===== src/rtl/addsub_pipe.sv =====
// addsub_pipe: pipelined carry-lookahead adder/subtractor with NZCV flags.
//
// Computes {oCarry, oS} = iX + Ye + Cin, where Ye = iSub ? ~iY : iY and
// Cin = iUseCarry ? iCarry : iSub. oCarry is the raw carry out of the MSB, so
// a subtraction with no borrow gives oCarry=1.
//
// The WIDTH/BLOCK lookahead blocks are split across STAGES register stages,
// with the lowest blocks in stage 0. Each stage passes on the inter-block
// carry, the finished low sum bits (sharing one vector with the still-pending
// high X bits), and the pending high Ye bits. The last stage also registers
// the flags.
//
// Ports:
//   iClk, iRst            clock (rising edge), async active-high reset
//   iValid / oReady       input handshake (oReady = ~oValid | iReady)
//   iX, iY                operands
//   iSub                  1 = X - Y, 0 = X + Y
//   iUseCarry, iCarry     carry-in override (ADC/SBC)
//   oValid / iReady       output handshake
//   oS                    sum / difference
//   oCarry, oOverflow,
//   oZero, oNegative      registered flags for oS

module addsub_pipe #(
   parameter int WIDTH  = 32,
   parameter int BLOCK  = 8,
   parameter int STAGES = 2
) (
   input  logic             iClk,
   input  logic             iRst,
   input  logic             iValid,
   output logic             oReady,
   input  logic [WIDTH-1:0] iX,
   input  logic [WIDTH-1:0] iY,
   input  logic             iSub,
   input  logic             iUseCarry,
   input  logic             iCarry,
   output logic             oValid,
   input  logic             iReady,
   output logic [WIDTH-1:0] oS,
   output logic             oCarry,
   output logic             oOverflow,
   output logic             oZero,
   output logic             oNegative
);

   localparam int NB = WIDTH / BLOCK;

   logic             adv;
   logic [WIDTH-1:0] ye;
   logic             cin;

   assign ye  = iSub ? ~iY : iY;
   assign cin = iUseCarry ? iCarry : iSub;

   // All stages move together; a stalled output freezes the whole pipe.
   assign adv    = ~oValid | iReady;
   assign oReady = adv;

   for (genvar k = 0; k < STAGES; k++) begin : g_stg
      localparam int BLO = (k * NB) / STAGES;
      localparam int BHI = ((k + 1) * NB) / STAGES;
      localparam int LO  = BLO * BLOCK;
      localparam int HI  = BHI * BLOCK;

      // a_*: bits below LO are finished sum bits, bits from LO up are X.
      // b_in: Ye bits from LO up (index 0 corresponds to bit LO).
      logic [WIDTH-1:0]    a_in;
      logic [WIDTH-LO-1:0] b_in;
      logic                c_in;
      logic                v_in;
      logic [WIDTH-1:0]    a_d, a_q;
      logic                c_d, c_q;
      logic                v_q;

      if (k == 0) begin : g_head
         assign a_in = iX;
         assign b_in = ye;
         assign c_in = cin;
         assign v_in = iValid;
      end else begin : g_body
         assign a_in = g_stg[k-1].a_q;
         assign b_in = g_stg[k-1].g_fwd.b_q;
         assign c_in = g_stg[k-1].c_q;
         assign v_in = g_stg[k-1].v_q;
      end

      // Within a block every carry is a flat sum of products of g/p and the
      // block carry-in; only the block carry-out ripples to the next block.
      always_comb begin
         logic [BLOCK-1:0] g;
         logic [BLOCK-1:0] p;
         logic [BLOCK:0]   cc;
         logic             c;
         logic             t;
         g   = '0;
         p   = '0;
         cc  = '0;
         c   = c_in;
         t   = 1'b0;
         a_d = a_in;
         for (int bl = BLO; bl < BHI; bl++) begin
            for (int i = 0; i < BLOCK; i++) begin
               g[i] = a_in[bl*BLOCK+i] & b_in[bl*BLOCK+i-LO];
               p[i] = a_in[bl*BLOCK+i] ^ b_in[bl*BLOCK+i-LO];
            end
            for (int i = 0; i <= BLOCK; i++) begin
               t = c;
               for (int j = 0; j < i; j++) begin
                  t = t & p[j];
               end
               cc[i] = t;
               for (int j = 0; j < i; j++) begin
                  t = g[j];
                  for (int m = j + 1; m < i; m++) begin
                     t = t & p[m];
                  end
                  cc[i] = cc[i] | t;
               end
            end
            for (int i = 0; i < BLOCK; i++) begin
               a_d[bl*BLOCK+i] = p[i] ^ cc[i];
            end
            c = cc[BLOCK];
         end
         c_d = c;
      end

      always_ff @(posedge iClk or posedge iRst) begin
         if (iRst) begin
            a_q <= '0;
            c_q <= 1'b0;
            v_q <= 1'b0;
         end else if (adv) begin
            a_q <= a_d;
            c_q <= c_d;
            v_q <= v_in;
         end
      end

      if (k < STAGES - 1) begin : g_fwd
         logic [WIDTH-HI-1:0] b_d, b_q;

         assign b_d = b_in[WIDTH-LO-1:HI-LO];

         always_ff @(posedge iClk or posedge iRst) begin
            if (iRst) begin
               b_q <= '0;
            end else if (adv) begin
               b_q <= b_d;
            end
         end
      end else begin : g_last
         logic z_d, n_d, ov_d;
         logic z_q, n_q, ov_q;

         // Signed overflow: X and Ye agree in sign but the result does not.
         // a_in[WIDTH-1] is still X here because the top block is in this stage.
         assign z_d  = ~|a_d;
         assign n_d  = a_d[WIDTH-1];
         assign ov_d = (a_in[WIDTH-1] == b_in[WIDTH-LO-1]) &
                       (a_d[WIDTH-1] != a_in[WIDTH-1]);

         always_ff @(posedge iClk or posedge iRst) begin
            if (iRst) begin
               z_q  <= 1'b0;
               n_q  <= 1'b0;
               ov_q <= 1'b0;
            end else if (adv) begin
               z_q  <= z_d;
               n_q  <= n_d;
               ov_q <= ov_d;
            end
         end
      end
   end

   assign oValid    = g_stg[STAGES-1].v_q;
   assign oS        = g_stg[STAGES-1].a_q;
   assign oCarry    = g_stg[STAGES-1].c_q;
   assign oOverflow = g_stg[STAGES-1].g_last.ov_q;
   assign oZero     = g_stg[STAGES-1].g_last.z_q;
   assign oNegative = g_stg[STAGES-1].g_last.n_q;

endmodule


===== config.mk =====
export PLATFORM = sky130hd
export DESIGN_NAME = addsub_pipe
export DESIGN_NICKNAME = d
export VERILOG_FILES = /design/src/rtl/addsub_pipe.sv
export SDC_FILE = /design/constraint.sdc
export NUM_CORES = 1
export LEC_CHECK = 0
export ABC_AREA = 1
export CORE_AREA = 2 2 107 109
export DETAILED_ROUTE_END_ITERATION = 10
export DIE_AREA = 0 0 109 111
export PLACE_DENSITY = 0.71
export SYNTH_ARGS = -nofsm -noshare
export SYNTH_HDL_FRONTEND = slang
export SYNTH_SLANG_ARGS = --single-unit

===== constraint.sdc =====
create_clock -name iClk -period 4.7 [get_ports iClk]
set_input_delay 0.94 -clock iClk [delete_from_list [all_inputs] [get_ports iClk]]
set_output_delay 0.94 -clock iClk [all_outputs]
set_load 0.02 [all_outputs]

==> results.toml <==
[outcome]
status = "finished clean"

[floorplan]
height_of_the_chip_um = 111
start_util = 0.434
fp.dieW_um = 109
std_cell_rows = 39
core_region_area_mm2 = 0.0111
floorplan.die_area_mm2 = 0.0121
io-pin-count = 109

[synth]
yosys_warns = 0
count_of_flip_flops_with_a_built_in_enable_after_synthesis = 0
ys_top_cells_by_area = "sky130_fd_sc_hd__dfrtp_1, sky130_fd_sc_hd__nand2_1, sky130_fd_sc_hd__ha_1, sky130_fd_sc_hd__o21ai_0, sky130_fd_sc_hd__xor2_1"
syn-cell-area_mm2 = 0.00481
synth_cells = 571
yosys.area.top_type = "sky130_fd_sc_hd__dfrtp_1"
post-synth-top-count-cell = "sky130_fd_sc_hd__nand2_1"
post_synth.cell_area_avg_um2 = 8.42
netlist_top_cells_count = "sky130_fd_sc_hd__nand2_1, sky130_fd_sc_hd__dfrtp_1, sky130_fd_sc_hd__o21ai_0"
ys.flop_type = "sky130_fd_sc_hd__dfrtp_1"
synth-seq-cells = 86
synth.net_count = 682
asyncSetResetFlopFracSynth = 1.00
post_synth_num_cell_types = 31
yosys.area.top_type_share = 0.448
seq_area_frac_synth = 0.448

[drt]
route.antenna.remaining_nets = 0
wl_per_cell_um = 12.9
drcViolationCount = 0
routed_via_density = 4.83
drt_pass1_iterations = 4
wl_um = 10500
dr_total_vias = 3954
drt_iter0_drc = 134

[clock_network]
cts_tree = "done"
post_cts_setup_buffers = 0
htree_levels = 3
clock_sink_count = 86
clock_latency_ns = 0.33
cts_hold_buffers = 0
cell_at_the_root_of_the_clock_tree = "sky130_fd_sc_hd__clkbuf_16"
post_cts_resize_count = 0
inserted_clock_buffers = 9
clock_path_buffers = 2
cts.reportedPaths.clkPinSlew_ns = 0.06

[placement]
place_worst_setup_slack_ns = -0.0826
place.gp.congestion = 0.778
postPlaceCellArea_mm2 = 0.00601
hpwl_um = 7640
placedCellCount = 803
portBuffers = 108

[worst_setup_path]
worst_path_largest_cell_delay_ns = 0.49
timing.critical_path.arrival_ns = 4.58
r2r_setup_slack_ns = 1.38
critPathLaunchType = "input port"
worst_path_most_repeated_cell = "sky130_fd_sc_hd__nand2_2"
slowest_stage = "sky130_fd_sc_hd__clkdlybuf4s50_1"
path_max_fanout = 3
reg2regPathDepth = 23
critical_path_required_ns = 4.90
endpoint_kind = "register"
timing.rr.start = "g_stg[0].a_q[16]"
timing.setup.critical_path_class = "in2reg"
rr_endpoint = "oZero"

[job]
cap_viol_max_count = 0

[timing]
final.period_utilization = 0.932
setup-violations-final = 0
setup_tns_ns = 0
layout_min_cycle_time_ns = 4.38
slew_headroom = 0.347
fmax_ghz = 0.228
hold_ws_ns = 0.450
clock_skew_ns = 0.00475
rsz0062_at_grt = "no"
tightestPinTransition_ns = 0.979
post-route-worst-setup-slack_ns = 0.321
timing_hold_violations_final = 0
maxSlewViolCount = 0

[worst_hold_path]
hp-class = "reg2reg"
holdPathEnd = "oValid"
hold_depth = 2
holdCritStartpoint = "g_stg[0].v_q"

[cells_and_area]
layout_cell_share_with_drive_strength_beyond_1 = 0.0843
fraction_of_the_core_area_covered_by_cells_at_the_end_of_the_flow = 0.577
syn_to_final_growth_pct = 33.0
net_count_reported_at_finish = 782
finalNonFillerCells = 819
fillers = 1019
finish.instance_area_mm2 = 0.00639
num_antenna_cells = 0

[power]
vdd_drop_max_mv = 0.222
total_leakage_power_nw = 3.06
finalPower_mw = 3.03
p_per_area_mw_per_mm2 = 474

[global_route]
globalRouteOverflowTotal = 0
globalRouteTotalUtil = 0.187
grt_antenna_before_repair = 0
grt_pass1_vias = 3854
grt_start_max_net_pins = 111
global_route_wire_length_before_repair_um = 18000
[state kept, by name, summed over array words and instances, names as in the netlist]
signal,count
g_stg.a_q,32
oS,31
g_stg.g_fwd.b_q,16
g_stg.c_q,1
g_stg.v_q,1
oCarry,1
oNegative,1
oOverflow,1
oValid,1
oZero,1
[where the power goes]
| group | internal [mW] | switching [mW] | leakage [nW] | total [mW] |
|---|---|---|---|---|
| Combinational | 0.488 | 0.607 | 1.85 | 1.09 |
| Sequential | 0.938 | 0.130 | 1.03 | 1.07 |
| Clock | 0.587 | 0.283 | 0.179 | 0.869 |
[routing by layer]
metal	track usage	wire [um]	up-vias	part of all wire
met2	0.304	5180	71	0.49
met3	0.0323	361	4	0.034
li1	-	-	2017	-
met4	0.0513	57	0	0.0054
met5	0	0	-	0
met1	0.257	4930	1862	0.47
[critical path, delay by kind of cell]
kind                     cells  cell delay, ns
XOR/XNOR                     1            0.13
buffers and inverters        3            0.61
AO/OA/AOI/OAI                4            0.52
adder cells (fa/ha/maj)      3            0.72
AND/OR/NAND/NOR             22            1.65
[how the worst max path moves through the flow]
stage | startpoint | to | slack [ns]
after floorplan | iSub | g_stg[0].a_q[14] | 0.33
after detailed placement | iY[0] | g_stg[0].a_q[14] | -0.08
after global routing | iY[0] | g_stg[0].a_q[14] | 0.01
after global placement | iY[0] | g_stg[0].a_q[14] | 0.15
final | iY[0] | g_stg[0].a_q[14] | 0.32
after CTS | iY[0] | g_stg[0].a_q[14] | 0.27
[cell families after synthesis]
family	synth area share
AO/OA/AOI/OAI	0.0638
XOR/XNOR	0.0729
adder cells (fa/ha/maj)	0.110
buffers and inverters	0.0565
flip-flops	0.448
AND/OR/NAND/NOR	0.249
[placed cells by master, fill, tap and decap left out]
| cell | instances |
|---|---|
| sky130_fd_sc_hd__a21o_1 | 1 |
| sky130_fd_sc_hd__a21oi_1 | 5 |
| sky130_fd_sc_hd__a21oi_4 | 1 |
| sky130_fd_sc_hd__a31oi_1 | 2 |
| sky130_fd_sc_hd__buf_2 | 1 |
| sky130_fd_sc_hd__buf_4 | 5 |
| sky130_fd_sc_hd__bufinv_16 | 4 |
| sky130_fd_sc_hd__clkbuf_16 | 9 |
| sky130_fd_sc_hd__clkbuf_8 | 1 |
| sky130_fd_sc_hd__clkdlybuf4s50_1 | 107 |
| sky130_fd_sc_hd__clkinv_2 | 2 |
| sky130_fd_sc_hd__clkinvlp_4 | 1 |
| sky130_fd_sc_hd__dfrtp_1 | 86 |
| sky130_fd_sc_hd__fa_1 | 4 |
| sky130_fd_sc_hd__ha_1 | 36 |
| sky130_fd_sc_hd__inv_1 | 42 |
| sky130_fd_sc_hd__inv_2 | 2 |
| sky130_fd_sc_hd__nand2_1 | 182 |
| sky130_fd_sc_hd__nand2_2 | 24 |
| sky130_fd_sc_hd__nand3_1 | 23 |
| sky130_fd_sc_hd__nand3_2 | 1 |
| sky130_fd_sc_hd__nand3b_1 | 4 |
| sky130_fd_sc_hd__nand4_1 | 5 |
| sky130_fd_sc_hd__nand4_2 | 1 |
| sky130_fd_sc_hd__nor2_1 | 23 |
| sky130_fd_sc_hd__nor2_4 | 1 |
| sky130_fd_sc_hd__nor3_1 | 5 |
| sky130_fd_sc_hd__nor4_1 | 3 |
| sky130_fd_sc_hd__o21a_1 | 1 |
| sky130_fd_sc_hd__o21ai_0 | 45 |
| sky130_fd_sc_hd__o21ai_1 | 4 |
| sky130_fd_sc_hd__or2_0 | 2 |
| sky130_fd_sc_hd__or2_2 | 3 |
| sky130_fd_sc_hd__xnor2_1 | 18 |
| sky130_fd_sc_hd__xnor2_2 | 1 |
| sky130_fd_sc_hd__xor2_1 | 21 |
[layout make-up]
| class | count | area, um2 | share of cell area |
|---|---|---|---|
| clock buffers | 10 | 239 | 0.0374 |
| clock inverters | 6 | 133 | 0.0207 |
| inverters | 45 | 170 | 0.0266 |
| multi-input cells | 416 | 2410 | 0.377 |
| flip-flops and latches | 86 | 2150 | 0.337 |
| well taps | 143 | 179 | 0.0280 |
| repair buffers | 113 | 1110 | 0.174 |
(Power assumes the default switching activity.)
==> variant (same flow settings) <==
Set the parameter `BLOCK` to 16 (it was 8).
--- a/src/rtl/addsub_pipe.sv
+++ b/src/rtl/addsub_pipe.sv
@@ -23,7 +23,7 @@
 
 module addsub_pipe #(
    parameter int WIDTH  = 32,
-   parameter int BLOCK  = 8,
+   parameter int BLOCK  = 16,
    parameter int STAGES = 2
 ) (
    input  logic             iClk,
Behaviour: unchanged (Yosys induction, for registers that start in step).
==> variant against the original RTL <==
- worst setup slack improved by 970 ps
- non-clock buffer count up 1
- combinational power is 8% higher
- clock power down 19%
- total power down 3.0%
- via count up 15%
- sequential cell count unchanged
- cell area up 3.6%
- synthesized area up 6.6%
- routed wire length is 14% higher
- sequential share of layout area down 1.2 points
- register-to-register slack improved by 910 ps
- global-route usage is 2.5 points higher
- critical path type is now in2out
- highest routed layer unchanged
==> variant: results (changes against the original RTL) <==
library cells used by synthesis: 34 (+9.7%)
Max Clock Skew: 6.398 ps (+1.650 ps)
Leak: 0.003266 uW (+6.8%)
Synth Area per Inst: 7.769 um^2 (-7.7%)
Clk pin slew, worst setup/hold paths: 60 ps (about the same)
Critical Path AT: 2470 ps (-2110 ps)
Worst-Skew Late Latency: 340 ps
Synth Area in Compound Gates: 0.07809 (+0.01433)
CP Max Fanout: 20 (+17)
fill count: 1001 (-1.8%)
Largest Register: g_stg.a_q
Crit path max-delay family: buffers and inverters
delay of the slowest critical-path stage: 690 ps (+200 ps)
sequential area share after synthesis: 0.4197 (-0.02785)
vias in the first global route: 4583 (+19%)
share of cells above drive strength 1: 0.06275 (-0.02157)
post-DP HPWL: 9002 um (+18%)
DRT iter0 DRCs: 201 (+50%)
Vias/cell: 5.001 (+3.6%)
Post-Synth XOR/XNOR Area: 0.06491 (-0.007950)
post-synthesis async set-or-reset flop share: 1.000 (unchanged)
outcome: completed
Overall Global Routing Usage: 0.2118 (+0.02483)
Post-synth top cells: nand2_1 (216), dfrtp_1 (86), inv_1 (65)
initial antenna violation count: 0 (unchanged)
Synth area leaders: dfrtp_1 (42%), nand2_1 (16%), ha_1 (8.3%)
worst-margin pin slew: 767.3 ps (-211.5 ps)
routed len/inst: 13.26 um (+3.2%)
DP Area: 0.006332 mm^2 (+5.4%)
GPL Wtd Cong: 0.8444 (+8.5%)
first-pass GRT wire length: 20390 um (+13%)
syn_nets: 767 (+12%)
Synth Area in Adders: 0.09078 (-0.01955)
top_reg_cell synth: dfrtp_1
Inst Count DP: 893 (+11%)
number of nets in the layout: 868 (+11%)
Pre-antenna DRT Iters: 4 (unchanged)
Vias: 4541 (+15%)
largest net degree at the start of global routing: 53 (-52%)
## variant: worst paths after layout
path                       cells after the start  slack [ps]                         start               endpoint
max                                            4        1290                        iReady                 oReady
min                                            2         470      g_stg[0].v_q$_DFFE_PP0P_     oValid$_DFFE_PP0P_
max reg2reg                                   17        2290  g_stg[0].a_q[16]$_DFFE_PP0P_      oZero$_DFFE_PP0P_
min reg2reg                                    2         470      g_stg[0].v_q$_DFFE_PP0P_     oValid$_DFFE_PP0P_
max in group asynchronous                      3        2610                          iRst  oOverflow$_DFFE_PP0P_
min in group asynchronous                      2         990                          iRst      oZero$_DFFE_PP0P_
## variant: final cells by class
class,count,share of cell area
multi-input combinational,483,0.3968
clock buffer,11,0.03665
sequential,86,0.3250
clock inverter,4,0.007179
inverter,67,0.03816
timing repair buffer,114,0.1693
tap,143,0.02702
## variant: stage by stage
step                      hold slack [ps]  worst slack, ps  utilization
after global placement              428.5             1295       0.5717
final                               465.5             1294       0.5979
after detailed placement            450.6             1210       0.5717
after global routing                491.8             1202       0.5979
after floorplan                     419.8             1349            -
after CTS                           466.0             1274       0.5979
## variant: routing by layer
metal,vias to the layer above,share of wire,global-route usage
li1,2298,-,-
met1,2123,0.46,0.2684
met2,103,0.48,0.3669
met3,17,0.044,0.04115
met4,0,0.015,0.05385
met5,-,0,0
## variant: cells by family after synthesis
| group | after synthesis |
|---|---|
| compound gates | 75 |
| xor+xnor | 38 |
| fa+ha+maj | 36 |
| buf+inv | 91 |
| flops | 86 |
| simple gates | 334 |
## variant: power breakdown
| group | leakage (uW) | total, uW | switching [uW] | internal [uW] |
|---|---|---|---|---|
| clock | 0.000141 | 704 | 282 | 422 |
| sequential | 0.00103 | 1050 | 117 | 937 |
| combinational | 0.00210 | 1180 | 669 | 513 |
## variant: worst reg2reg max path, stage by stage (launching register included)
cell and delay [ps]:
dfrtp_1 420, ha_1 310, ha_1 180, nand2_1 120, nand3_1 140, nand2_1 130
nand2_1 60, nand2_1 70, nand2_1 50, nor2_1 120, nand4_1 130, nor2_1 140
nand3_1 100, nor2_1 100, nand2_1 60, nor2_1 90, nand2_1 60, nand2_1 50
